File: src/rtl/i2s_tx_scheduler.sv
// I2S transmit scheduler: buffers one L/R pair and shifts it out MSB-first, one bclk behind wclk.
// i2s_sdata follows the sampled bclk fall by 1 adc_clk; s_ready is low while a pair is held or outside SYNC/RUN.
module i2s_tx_scheduler #(
   parameter int SAMPLE_W   = 24,
   parameter int UNDERRUN_W = 8,
   parameter int FRAME_W    = 16
) (
   input  logic                  adc_clk,
   input  logic                  rst_n,
   input  logic                  enable,
   input  logic                  i2s_bclk,
   input  logic                  i2s_wclk,
   input  logic [SAMPLE_W-1:0]   s_left,
   input  logic [SAMPLE_W-1:0]   s_right,
   input  logic                  s_valid,
   output logic                  s_ready,
   output logic                  i2s_sdata,
   output logic                  active,
   output logic [UNDERRUN_W-1:0] underrun_cnt,
   input  logic                  underrun_clr,
   output logic [FRAME_W-1:0]    frame_cnt
);

   localparam logic [1:0] IDLE  = 2'd0;
   localparam logic [1:0] SYNC  = 2'd1;
   localparam logic [1:0] RUN   = 2'd2;
   localparam logic [1:0] DRAIN = 2'd3;

   logic [1:0]          state;
   logic                bclk_d;
   logic                wclk_d;
   logic                fall;
   logic                lft;
   logic                rgt;
   logic                xfer;
   logic                load;
   logic                drain_end;
   logic                to_idle;
   logic                buf_full;
   logic [SAMPLE_W-1:0] buf_l;
   logic [SAMPLE_W-1:0] buf_r;
   logic [SAMPLE_W-1:0] right_hold;
   logic [SAMPLE_W-1:0] sh;
   logic                sdata_q;

   assign fall      = bclk_d & ~i2s_bclk;
   assign lft       = fall & wclk_d & ~i2s_wclk;
   assign rgt       = fall & ~wclk_d & i2s_wclk;
   assign s_ready   = ~buf_full & ((state == SYNC) | (state == RUN));
   assign xfer      = s_valid & s_ready;
   assign active    = (state == RUN) | (state == DRAIN);
   // A left-slot load starts every frame in RUN, and the first frame out of SYNC or a re-enabled DRAIN.
   assign load      = lft & ((state == RUN) | (((state == SYNC) | (state == DRAIN)) & enable));
   assign drain_end = lft & (state == DRAIN) & ~enable;
   assign to_idle   = drain_end | ((state == SYNC) & ~enable);
   assign i2s_sdata = sdata_q;

   always_ff @(posedge adc_clk or negedge rst_n) begin
      if (!rst_n) begin
         bclk_d <= 1'b0;
         wclk_d <= 1'b0;
      end else begin
         bclk_d <= i2s_bclk;
         wclk_d <= i2s_wclk;
      end
   end

   always_ff @(posedge adc_clk or negedge rst_n) begin
      if (!rst_n) begin
         state <= IDLE;
      end else begin
         case (state)
            IDLE:    if (enable) state <= SYNC;
            SYNC:    if (!enable) state <= IDLE;
                     else if (lft) state <= RUN;
            RUN:     if (!enable) state <= DRAIN;
            DRAIN:   if (lft) state <= enable ? RUN : IDLE;
            default: state <= IDLE;
         endcase
      end
   end

   // A pair left over from an aborted SYNC is kept; only a finished drain discards it.
   always_ff @(posedge adc_clk or negedge rst_n) begin
      if (!rst_n) begin
         buf_full <= 1'b0;
         buf_l    <= '0;
         buf_r    <= '0;
      end else if (drain_end) begin
         buf_full <= 1'b0;
      end else if (xfer) begin
         buf_full <= 1'b1;
         buf_l    <= s_left;
         buf_r    <= s_right;
      end else if (load && buf_full) begin
         buf_full <= 1'b0;
      end
   end

   always_ff @(posedge adc_clk or negedge rst_n) begin
      if (!rst_n) begin
         sh         <= '0;
         right_hold <= '0;
      end else if (load) begin
         sh         <= buf_full ? buf_l : '0;
         right_hold <= buf_full ? buf_r : '0;
      end else if (drain_end) begin
         sh <= '0;
      end else if (rgt && active) begin
         sh <= right_hold;
      end else if (fall && active) begin
         sh <= sh << 1;
      end
   end

   // The closing bit of a drained frame is suppressed: IDLE holds sdata low from that edge on.
   always_ff @(posedge adc_clk or negedge rst_n) begin
      if (!rst_n) begin
         sdata_q <= 1'b0;
      end else if ((state == IDLE) || to_idle) begin
         sdata_q <= 1'b0;
      end else if (fall && active) begin
         sdata_q <= sh[SAMPLE_W-1];
      end
   end

   always_ff @(posedge adc_clk or negedge rst_n) begin
      if (!rst_n) begin
         underrun_cnt <= '0;
         frame_cnt    <= '0;
      end else begin
         if (underrun_clr) begin
            underrun_cnt <= '0;
         end else if (load && !buf_full && !(&underrun_cnt)) begin
            underrun_cnt <= underrun_cnt + UNDERRUN_W'(1);
         end
         if (load) begin
            frame_cnt <= frame_cnt + FRAME_W'(1);
         end
      end
   end

endmodule
File: config.mk
export PLATFORM = sky130hd
export DESIGN_NAME = i2s_tx_scheduler
export DESIGN_NICKNAME = d
export VERILOG_FILES = /design/src/rtl/i2s_tx_scheduler.sv
export SDC_FILE = /design/constraint.sdc
export NUM_CORES = 1
export LEC_CHECK = 0
export ABC_CLOCK_PERIOD_IN_PS = 2900
export CAP_MARGIN = 10
export CORE_ASPECT_RATIO = 1.1
export CORE_MARGIN = 2
export CORE_UTILIZATION = 59
export DETAILED_ROUTE_END_ITERATION = 8
export DONT_BUFFER_PORTS = 1
export GPL_ROUTABILITY_DRIVEN = 0
export PLACE_DENSITY = 0.75
export SYNTH_ARGS = -nofsm -noshare
export SYNTH_HDL_FRONTEND = slang
export SYNTH_SLANG_ARGS = --single-unit
File: constraint.sdc
create_clock -name adc_clk -period 2.9 [get_ports adc_clk]
set_clock_uncertainty 0.2 [all_clocks]
set_input_delay 0.145 -clock adc_clk [delete_from_list [all_inputs] [get_ports adc_clk]]
set_output_delay 0.145 -clock adc_clk [all_outputs]
set_load 0.01 [all_outputs]
==> flow_metrics.env, run 1 <==
export IMPL_outcome="finished with violations"
export IMPL_violations="negative hold slack"
export IMPL_finalHoldViolCount=126
export IMPL_wl_met2_um=6012
export IMPL_ir_drop_uv=771.3
export IMPL_pwr_share_comb_pct=23.1
export IMPL_maxSlewViolCount=0
export IMPL_h_tree_depth=4
export IMPL_dp_hpwl_um=6950
export IMPL_clkPwrFrac_pct=32.5
export IMPL_cts_buffers=17
export IMPL_syn_nets=530
export IMPL_ys_top_cells_by_area="dfrtp_1, mux2_2, nand2_1"
export IMPL_syn_to_final_growth_pct=23.18
export IMPL_r2r_end="buf_l[3]"
export IMPL_pin_count=82
export IMPL_rsz0062_at_grt="no"
export IMPL_max_freq_mhz=391.5
export IMPL_grt_pass1_vias=4020
export IMPL_finalCriticalPeriod_ps=2554
export IMPL_num_vias=3930
export IMPL_worst_r2r_setup_slack_ps=350
export IMPL_critPathMaxFanout=49
export IMPL_dpl_cell_count=570
export IMPL_synth_edf_count=0
export IMPL_synth_seq_cells=126
export IMPL_place_area_um2=5700
export IMPL_dieWidth_um=96.51
export IMPL_fin_crit_sh_pct=88.07
export IMPL_routed_wl_um=11720
export IMPL_path_clk_slew_ps=60
export IMPL_whs_ps=-889.0
export IMPL_antennaDiodeCount=0
export IMPL_worstSkewPairLatency_ps=520
export IMPL_setup_violations_final=0
export IMPL_swShare_pct=27.89
export IMPL_reg2regPathDepth=7
export IMPL_syn_inst=469
export IMPL_start_kind="register"
export IMPL_cts_setup_buffers=0
export IMPL_routed_top_layer="met4"
export IMPL_synth_most_common_cell="dfrtp_1"
export IMPL_cts_tree="built"
export IMPL_die_h_um=105.8
export IMPL_m1WireLength_um=4941
export IMPL_routed_wl_met3_um=620
export IMPL_antenna_found_initial=0
export IMPL_route_antenna_remaining_nets=0
export IMPL_maxCapViolCount=0
export IMPL_cp_end_kind="register"
export IMPL_tightest_slew_ps=757.3
export IMPL_hold_path_class="in -> async"
export IMPL_ys_warnings_count=0
export IMPL_p_seq_share_pct=44.4
export IMPL_power_mw=6.675
export IMPL_seq_area_frac_synth_pct=56.77
export IMPL_relSlewSlack_pct=49.05
export IMPL_switching_power_mw=1.862
export IMPL_drive_gt1_share_pct=23.79
export IMPL_cts_root_buffer="clkbuf_8"
export IMPL_cts_sinks=126
export IMPL_die_area_um2=10210
export IMPL_grt_overflow_total=0
export IMPL_fin_ws_ps=345.9
export IMPL_holdBufCountCts=53
export IMPL_coreArea_um2=9259
export IMPL_first_pass_iters=7
export IMPL_start_util_pct=59.99
export IMPL_yosys_area_top_type="dfrtp_1"
export IMPL_finalCoreUtilization_pct=73.89
export IMPL_cts_resized=0
export IMPL_synthFlopType="dfrtp_1"
export IMPL_yosysTopAreaCellShare_pct=56.77
export IMPL_p_per_area_nw_per_um2=975.7
export IMPL_drtIter0Drc=262
export IMPL_grt_pass1_wl_um=19110
export IMPL_grt_max_degree=127
export IMPL_reg2reg_from="state[0]"
export IMPL_finalInstanceArea_um2=6842
export IMPL_synth_area_um2=5554
export IMPL_worstPathRequired_ps=3100
export IMPL_clk_path_buf_depth=2
export IMPL_leakagePower_nw=2.954
export IMPL_route_detailed_drc=0
export IMPL_grt_usage_pct=24.64
export IMPL_yosysUniqueCellTypes=48
export IMPL_io_buffers=0
export IMPL_synthArstFlopShare_pct=100.0
export IMPL_wire_per_inst_um=17.89
export IMPL_synthTopCellsByCount="dfrtp_1, nand2_1, mux2_2"
export IMPL_rows=37
export IMPL_fin_cells=655
export IMPL_arrival_ps=2750
export IMPL_internal_power_mw=4.814
export IMPL_critPathKind="reg -> reg"
export IMPL_num_nets_final=586
export IMPL_preCtsSetupSlack_ps=387.2
export IMPL_avgSynthCellArea_um2=11.84
export IMPL_vias_per_cell=6.000
export IMPL_setup_tns_ps=0
## power by group through the flow
stage | clock network, mW | logic, mW | registers [mW]
after floorplan | 0 | 1.26 | 2.81
after global placement | 0 | 1.40 | 2.95
after detailed placement | 0 | 1.48 | 2.97
after CTS | 2.20 | 1.55 | 2.96
after global routing | 2.29 | 1.70 | 3.05
final | 2.17 | 1.54 | 2.96
## final cells by class
| class | instances | area, um2 |
|---|---|---|
| clock inverters | 15 | 196.4 |
| flip-flops and latches | 126 | 3153 |
| clock buffers | 17 | 414.1 |
| repair buffers | 64 | 625.6 |
| well taps | 117 | 146.4 |
| fillers | 608 | 2417 |
| multi-input cells | 305 | 2265 |
| inverters | 11 | 41.29 |
## cell families (layout without fill, tap and decap cells)
group | Yosys count | count (layout) | share of synthesized area [%]
and+or+nand+nor | 137 | 137 | 11.89
DFF | 126 | 126 | 56.77
AOI/OAI and AO/OA | 95 | 95 | 14.08
muxes | 52 | 52 | 10.57
buffers and inverters | 38 | 107 | 2.973
xor gates and xnor gates | 15 | 15 | 2.365
adders and majority gates | 6 | 6 | 1.352
## cells in the final DEF, fill, tap and decap left out, drive strengths merged, types with 6 or more instances in the layout
master	instances
xnor2	8
xor2	7
dfrtp	126
ha	6
dlygate4sd3	53
mux2	50
inv	11
nor2	7
nand2	81
clkbuf	17
nand3	11
buf	11
a2bb2oi	23
a22o	24
a31o	23
clkinv	7
a21oi	8
nor3	11
## worst max-delay path by stage
stage               startpoint   endpoint  slack, ps  cells past startpoint
finish                state[0]   buf_l[3]        350                      7
global route          state[0]   buf_l[3]        250                      7
CTS                   state[0]  buf_l[16]        390                      7
detailed placement    state[0]  buf_l[16]        390                      7
global placement      state[0]  buf_r[11]        490                      7
floorplan             state[0]  buf_l[14]        530                      8
## routing by layer
| metal | GRT usage (%) | vias to the layer above |
|---|---|---|
| met5 | 0 | - |
| met4 | 8.249 | 0 |
| met3 | 7.720 | 17 |
| met2 | 39.88 | 110 |
| met1 | 31.27 | 1996 |
| li1 | - | 1807 |
## worst max-delay path: stages, from the launching register on
cell and delay [ps]:
dfrtp_1 470, inv_1 130, ha_1 290, nor2b_1 280
nand2_1 160, a31oi_4 190, buf_12 260, mux2_2 390
## registers in the layout, indices dropped and copies added, names as in the netlist, named ones only
name	flops
bclk_d	1
buf_l	24
underrun_cnt	8
buf_r	24
sh	24
right_hold	24
wclk_d	1
i2s_sdata	1
buf_full	1
state	1
frame_cnt	16
Note: power is estimated with default switching activity, not from simulation.
==> inputs of run 2 (changes only) <==
CORE_MARGIN = 5   (was 2)
CTS_BUF_LIST = sky130_fd_sc_hd__clkbuf_16   (was unset)
==> flow_metrics.env, run 2 (synthesis results as in run 1) <==
export IMPL_outcome="finished with violations"
export IMPL_violations="negative hold slack"
export IMPL_route_detailed_drc=0
export IMPL_rsz0062_at_grt="no"
export IMPL_finalHoldViolCount=126
export IMPL_antenna_found_initial=0
export IMPL_cts_tree="built"
export IMPL_finalInstanceArea_um2=6820
export IMPL_grt_pass1_wl_um=20410
export IMPL_fin_ws_ps=355.2
export IMPL_num_vias=3907
export IMPL_worstPathRequired_ps=2990
export IMPL_whs_ps=-778.3
export IMPL_max_stage_delay_ps=460
export IMPL_cp_end_kind="register"
export IMPL_finalCriticalPeriod_ps=2545
export IMPL_maxCapViolCount=0
export IMPL_setup_tns_ps=0
export IMPL_grt_pass1_vias=4189
export IMPL_holdBufCountCts=52
export IMPL_critPathKind="reg -> reg"
export IMPL_dpl_cell_count=570
export IMPL_wire_per_inst_um=18.38
export IMPL_preCtsSetupSlack_ps=374.5
export IMPL_start_util_pct=59.99
export IMPL_rows=37
export IMPL_pin_count=82
export IMPL_grt_overflow_total=0
export IMPL_cp_startpoint="state[0]"
export IMPL_reg2reg_from="state[0]"
export IMPL_final_cell_mix="dfrtp_1, nand2_1, dlygate4sd3_1, mux2_2, a22o_1"
export IMPL_grt_usage_pct=22.61
export IMPL_drtIter0Drc=199
export IMPL_fin_crit_sh_pct=87.75
export IMPL_vias_per_cell=5.974
export IMPL_first_pass_iters=4
export IMPL_crit_path_top_delay_cell="dfrtp_1"
export IMPL_critPathBufInv=2
export IMPL_relSlewSlack_pct=50.18
export IMPL_max_freq_mhz=393.0
export IMPL_finalCoreUtilization_pct=73.66
export IMPL_critPathMaxFanout=49
export IMPL_leakagePower_nw=2.936
export IMPL_clk_path_buf_depth=2
export IMPL_mostFrequentLayoutCell="dfrtp_1"
export IMPL_h_tree_depth=4
export IMPL_io_buffers=0
export IMPL_cts_sinks=126
export IMPL_arrival_ps=2640
export IMPL_die_h_um=111.8
export IMPL_coreArea_um2=9259
export IMPL_num_nets_final=585
export IMPL_antennaDiodeCount=0
export IMPL_drive_gt1_share_pct=23.46
export IMPL_cts_root_buffer="clkbuf_16"
export IMPL_hold_path_class="in -> async"
export IMPL_route_antenna_remaining_nets=0
export IMPL_cts_buffers=17
export IMPL_dieWidth_um=102.5
export IMPL_syn_to_final_growth_pct=22.80
export IMPL_setup_violations_final=0
export IMPL_tightest_slew_ps=740.4
export IMPL_routed_wl_um=12020
export IMPL_p_per_area_nw_per_um2=972.0
export IMPL_ir_drop_uv=574.0
export IMPL_path_clk_slew_ps=60
export IMPL_crit_family="flip-flops"
export IMPL_cts_resized=0
export IMPL_fin_cells=654
export IMPL_maxSlewViolCount=0
export IMPL_worstSkewPairLatency_ps=410
export IMPL_grt_max_degree=127
export IMPL_crit_chain="inv_1 -> ha_1 -> nor2b_1 -> nand2_1 -> a31oi_4 -> buf_12 -> mux2_2"
export IMPL_dp_hpwl_um=7169
export IMPL_start_kind="register"
export IMPL_place_area_um2=5700
export IMPL_die_area_um2=11460
run 2: cell types whose count changed in the layout (fill, tap and decap cells not counted):
cell and delta:
clkbuf_8 -1, dlygate4sd3_1 -1, inv_1 +1, clkbuf_16 +1, bufinv_16 -1, clkinv_1 +1
clkinv_2 -3, clkinvlp_4 +2
run 2: layer usage:
| metal | vias up | part of all wire [%] | global-route usage [%] |
|---|---|---|---|
| met4 | 0 | 2.2 | 9.361 |
| met5 | - | 0 | 0 |
| met1 | 1946 | 41 | 28.93 |
| li1 | 1822 | - | - |
| met2 | 113 | 51 | 36.69 |
| met3 | 26 | 5.4 | 5.263 |
run 2: final timing paths:
path / endpoint / cells after the start / slack (ps)
worst min-delay path: underrun_cnt[2] / 0 / -780
worst max register to register: buf_r[2] / 7 / 360
max in group asynchronous: frame_cnt[13] / 0 / 3090
worst min register to register: right_hold[8] / 1 / 290
worst max-delay path: buf_r[2] / 7 / 360
min in group adc_clk: frame_cnt[1] / 4 / 30
run 2: stage by stage:
stage | hold WS, ps | total power [mW]
after detailed placement | -347.2 | 4.456
after CTS | -789.4 | 6.651
after floorplan | -350.6 | 4.075
final | -778.3 | 6.630
after global placement | -347.7 | 4.347
after global routing | -793.1 | 6.989
run 2: layout make-up:
cell class                      instances  area, um2
Multi-Input combinational cell        305       2265
Inverter                               11      41.29
Fill cell                             624       2439
Clock buffer                           17      425.4
Sequential cell                       126       3153
Clock inverter                         15      173.9
Tap cell                              117      146.4
Timing Repair Buffer                   63      615.6
run 2: repair_timing:
| action | 4_1_cts | 5_1_grt |
|---|---|---|
| hold endpoints to repair | 192 | 126 |
| setup endpoints to repair | 0 | 0 |
| buffers inserted | 0 | 0 |
run 2: power by group:
part	total, mW	internal, mW	switching [mW]
Clock	2.12	1.34	0.776
Combinational	1.56	0.936	0.626
Sequential	2.95	2.49	0.459
Total	6.63	4.77	1.86
==> inputs of run 3 (changes only) <==
--- a/config.mk
+++ b/config.mk
@@ -11,3 +11,3 @@
 export CORE_MARGIN = 5
-export CORE_UTILIZATION = 59
+export CORE_UTILIZATION = 51
 export CTS_BUF_LIST = sky130_fd_sc_hd__clkbuf_16
@@ -16,3 +16,3 @@
 export GPL_ROUTABILITY_DRIVEN = 0
-export PLACE_DENSITY = 0.75
+export PLACE_DENSITY = 0.66
 export SYNTH_ARGS = -nofsm -noshare
==> constraint.sdc (replaced) <==
create_clock -name adc_clk -period 2.9 [get_ports adc_clk]
set_clock_uncertainty 0.2 [all_clocks]
set_input_delay 0.58 -clock adc_clk [delete_from_list [all_inputs] [get_ports adc_clk]]
set_output_delay 0.58 -clock adc_clk [all_outputs]
set_load 0.01 [all_outputs]
==> flow_metrics.env, run 3 (synthesis results as in run 1) <==
export IMPL_outcome="finished with violations"
export IMPL_violations="negative hold slack"
export IMPL_antennaDiodeCount=0
export IMPL_worstPathRequired_ps=2120
export IMPL_rows=40
export IMPL_rsz0062_at_grt="no"
export IMPL_arrival_ps=1700
export IMPL_maxSlewViolCount=0
export IMPL_holdBufCountCts=2
export IMPL_die_area_um2=13080
export IMPL_cpMostUsedCell="inv_1"
export IMPL_crit_chain="inv_1 -> ha_1 -> nor2_1 -> inv_1"
export IMPL_wire_per_inst_um=18.01
export IMPL_hold_path_class="in -> async"
export IMPL_routed_wl_met3_um=717
export IMPL_worstSkewPairLatency_ps=420
export IMPL_drive_gt1_share_pct=25.41
export IMPL_crit_path_top_delay_cell="dfrtp_1"
export IMPL_critPathKind="reg -> out"
export IMPL_ff_latch_area_um2=3153
export IMPL_whs_ps=-352.3
export IMPL_cts_buffers=17
export IMPL_vias_per_cell=5.783
export IMPL_relSlewSlack_pct=40.03
export IMPL_finalCriticalPeriod_ps=2484
export IMPL_path_clk_slew_ps=60
export IMPL_cp_end_kind="primary output"
export IMPL_io_buffers=0
export IMPL_grt_pass1_wl_um=19270
export IMPL_start_kind="register"
export IMPL_max_freq_mhz=402.6
export IMPL_tightest_slew_ps=899.6
export IMPL_mostFrequentLayoutCell="dfrtp_1"
export IMPL_start_util_pct=51.38
export IMPL_die_h_um=119.5
export IMPL_route_antenna_remaining_nets=0
export IMPL_dieWidth_um=109.5
export IMPL_num_nets_final=532
export IMPL_max_stage_delay_ps=480
export IMPL_route_detailed_drc=0
export IMPL_routed_top_layer="met5"
export IMPL_leakagePower_nw=2.722
export IMPL_worst_r2r_setup_slack_ps=480
export IMPL_critPathMaxFanout=6
export IMPL_clk_path_buf_depth=2
export IMPL_multi_input_area_um2=2265
export IMPL_crit_family="flip-flops"
export IMPL_place_area_um2=5715
export IMPL_cts_sinks=126
export IMPL_first_pass_iters=4
export IMPL_num_vias=3649
export IMPL_m1WireLength_um=4866
export IMPL_finalHoldViolCount=126
export IMPL_setup_violations_final=0
export IMPL_grt_pass1_vias=3913
export IMPL_h_tree_depth=4
export IMPL_finalInstanceArea_um2=6357
export IMPL_finalCoreUtilization_pct=58.81
export IMPL_routed_wl_um=11370
export IMPL_antenna_found_initial=2
export IMPL_nFillCells=903
export IMPL_preCtsSetupSlack_ps=523.0
export IMPL_ir_drop_uv=504.4
export IMPL_pin_count=82
export IMPL_coreArea_um2=10810
export IMPL_grt_usage_pct=18.81
export IMPL_dp_hpwl_um=7254
export IMPL_cts_tree="built"
export IMPL_fin_crit_sh_pct=85.65
export IMPL_fin_ws_ps=416.0
export IMPL_syn_to_final_growth_pct=14.46
export IMPL_wl_met2_um=5548
export IMPL_critPathBufInv=2
export IMPL_drtIter0Drc=217
export IMPL_p_per_area_nw_per_um2=1042
export IMPL_grt_overflow_total=0
export IMPL_grt_max_degree=127
export IMPL_cts_root_buffer="clkbuf_16"
export IMPL_final_cell_mix="dfrtp_1, nand2_1, mux2_2, a22o_1"
export IMPL_maxCapViolCount=0
export IMPL_setup_tns_ps=0
==> run 3: timing repair <==
| action | 4_1_cts | 5_1_grt |
|---|---|---|
| endpoints found under the hold margin | 128 | 126 |
| gates resized for setup | 0 | 0 |
| buffers inserted | 0 | 0 |
==> run 3: area by class of cell <==
| type | instances | area share [%] |
|---|---|---|
| clock buffers | 17 | 6.692 |
| clock inverters | 15 | 3.090 |
| inverters | 11 | 0.6495 |
| multi-input cells | 305 | 35.62 |
| flip-flops and latches | 126 | 49.60 |
| well taps | 147 | 2.893 |
| repair buffers | 10 | 1.456 |
==> run 3: per-stage QoR <==
step           instances  power, mW
2_1_floorplan        469      4.075
6_report             631      6.624
3_3_place_gp         597      4.364
3_5_place_dp         597      4.459
5_1_grt              631      7.021
4_1_cts              631      6.702
==> run 3: where the power goes <==
group / internal (mW) / total [mW] / switching [mW] / leakage, nW
sequential: 2.49 / 2.95 / 0.464 / 1.56
clock: 1.43 / 2.21 / 0.776 / 0.286
combinational: 0.888 / 1.47 / 0.577 / 0.879
total: 4.81 / 6.62 / 1.82 / 2.72
==> run 3: layer usage <==
metal / vias to the layer above / track usage [%]
li1: 1704 / -
met1: 1826 / 23.48
met2: 91 / 29.27
met3: 24 / 7.425
met4: 4 / 7.093
met5: - / 0
==> run 3: worst paths after layout <==
kind / cells past startpoint / startpoint / end
max in group asynchronous: 0 / rst_n / sh[0]
min: 0 / rst_n / underrun_cnt[2]
min in group adc_clk: 1 / underrun_clr / underrun_cnt[0]
max reg2reg: 6 / state[0] / sh[3]
max: 4 / state[0] / active
min reg2reg: 1 / buf_r[13] / right_hold[13]
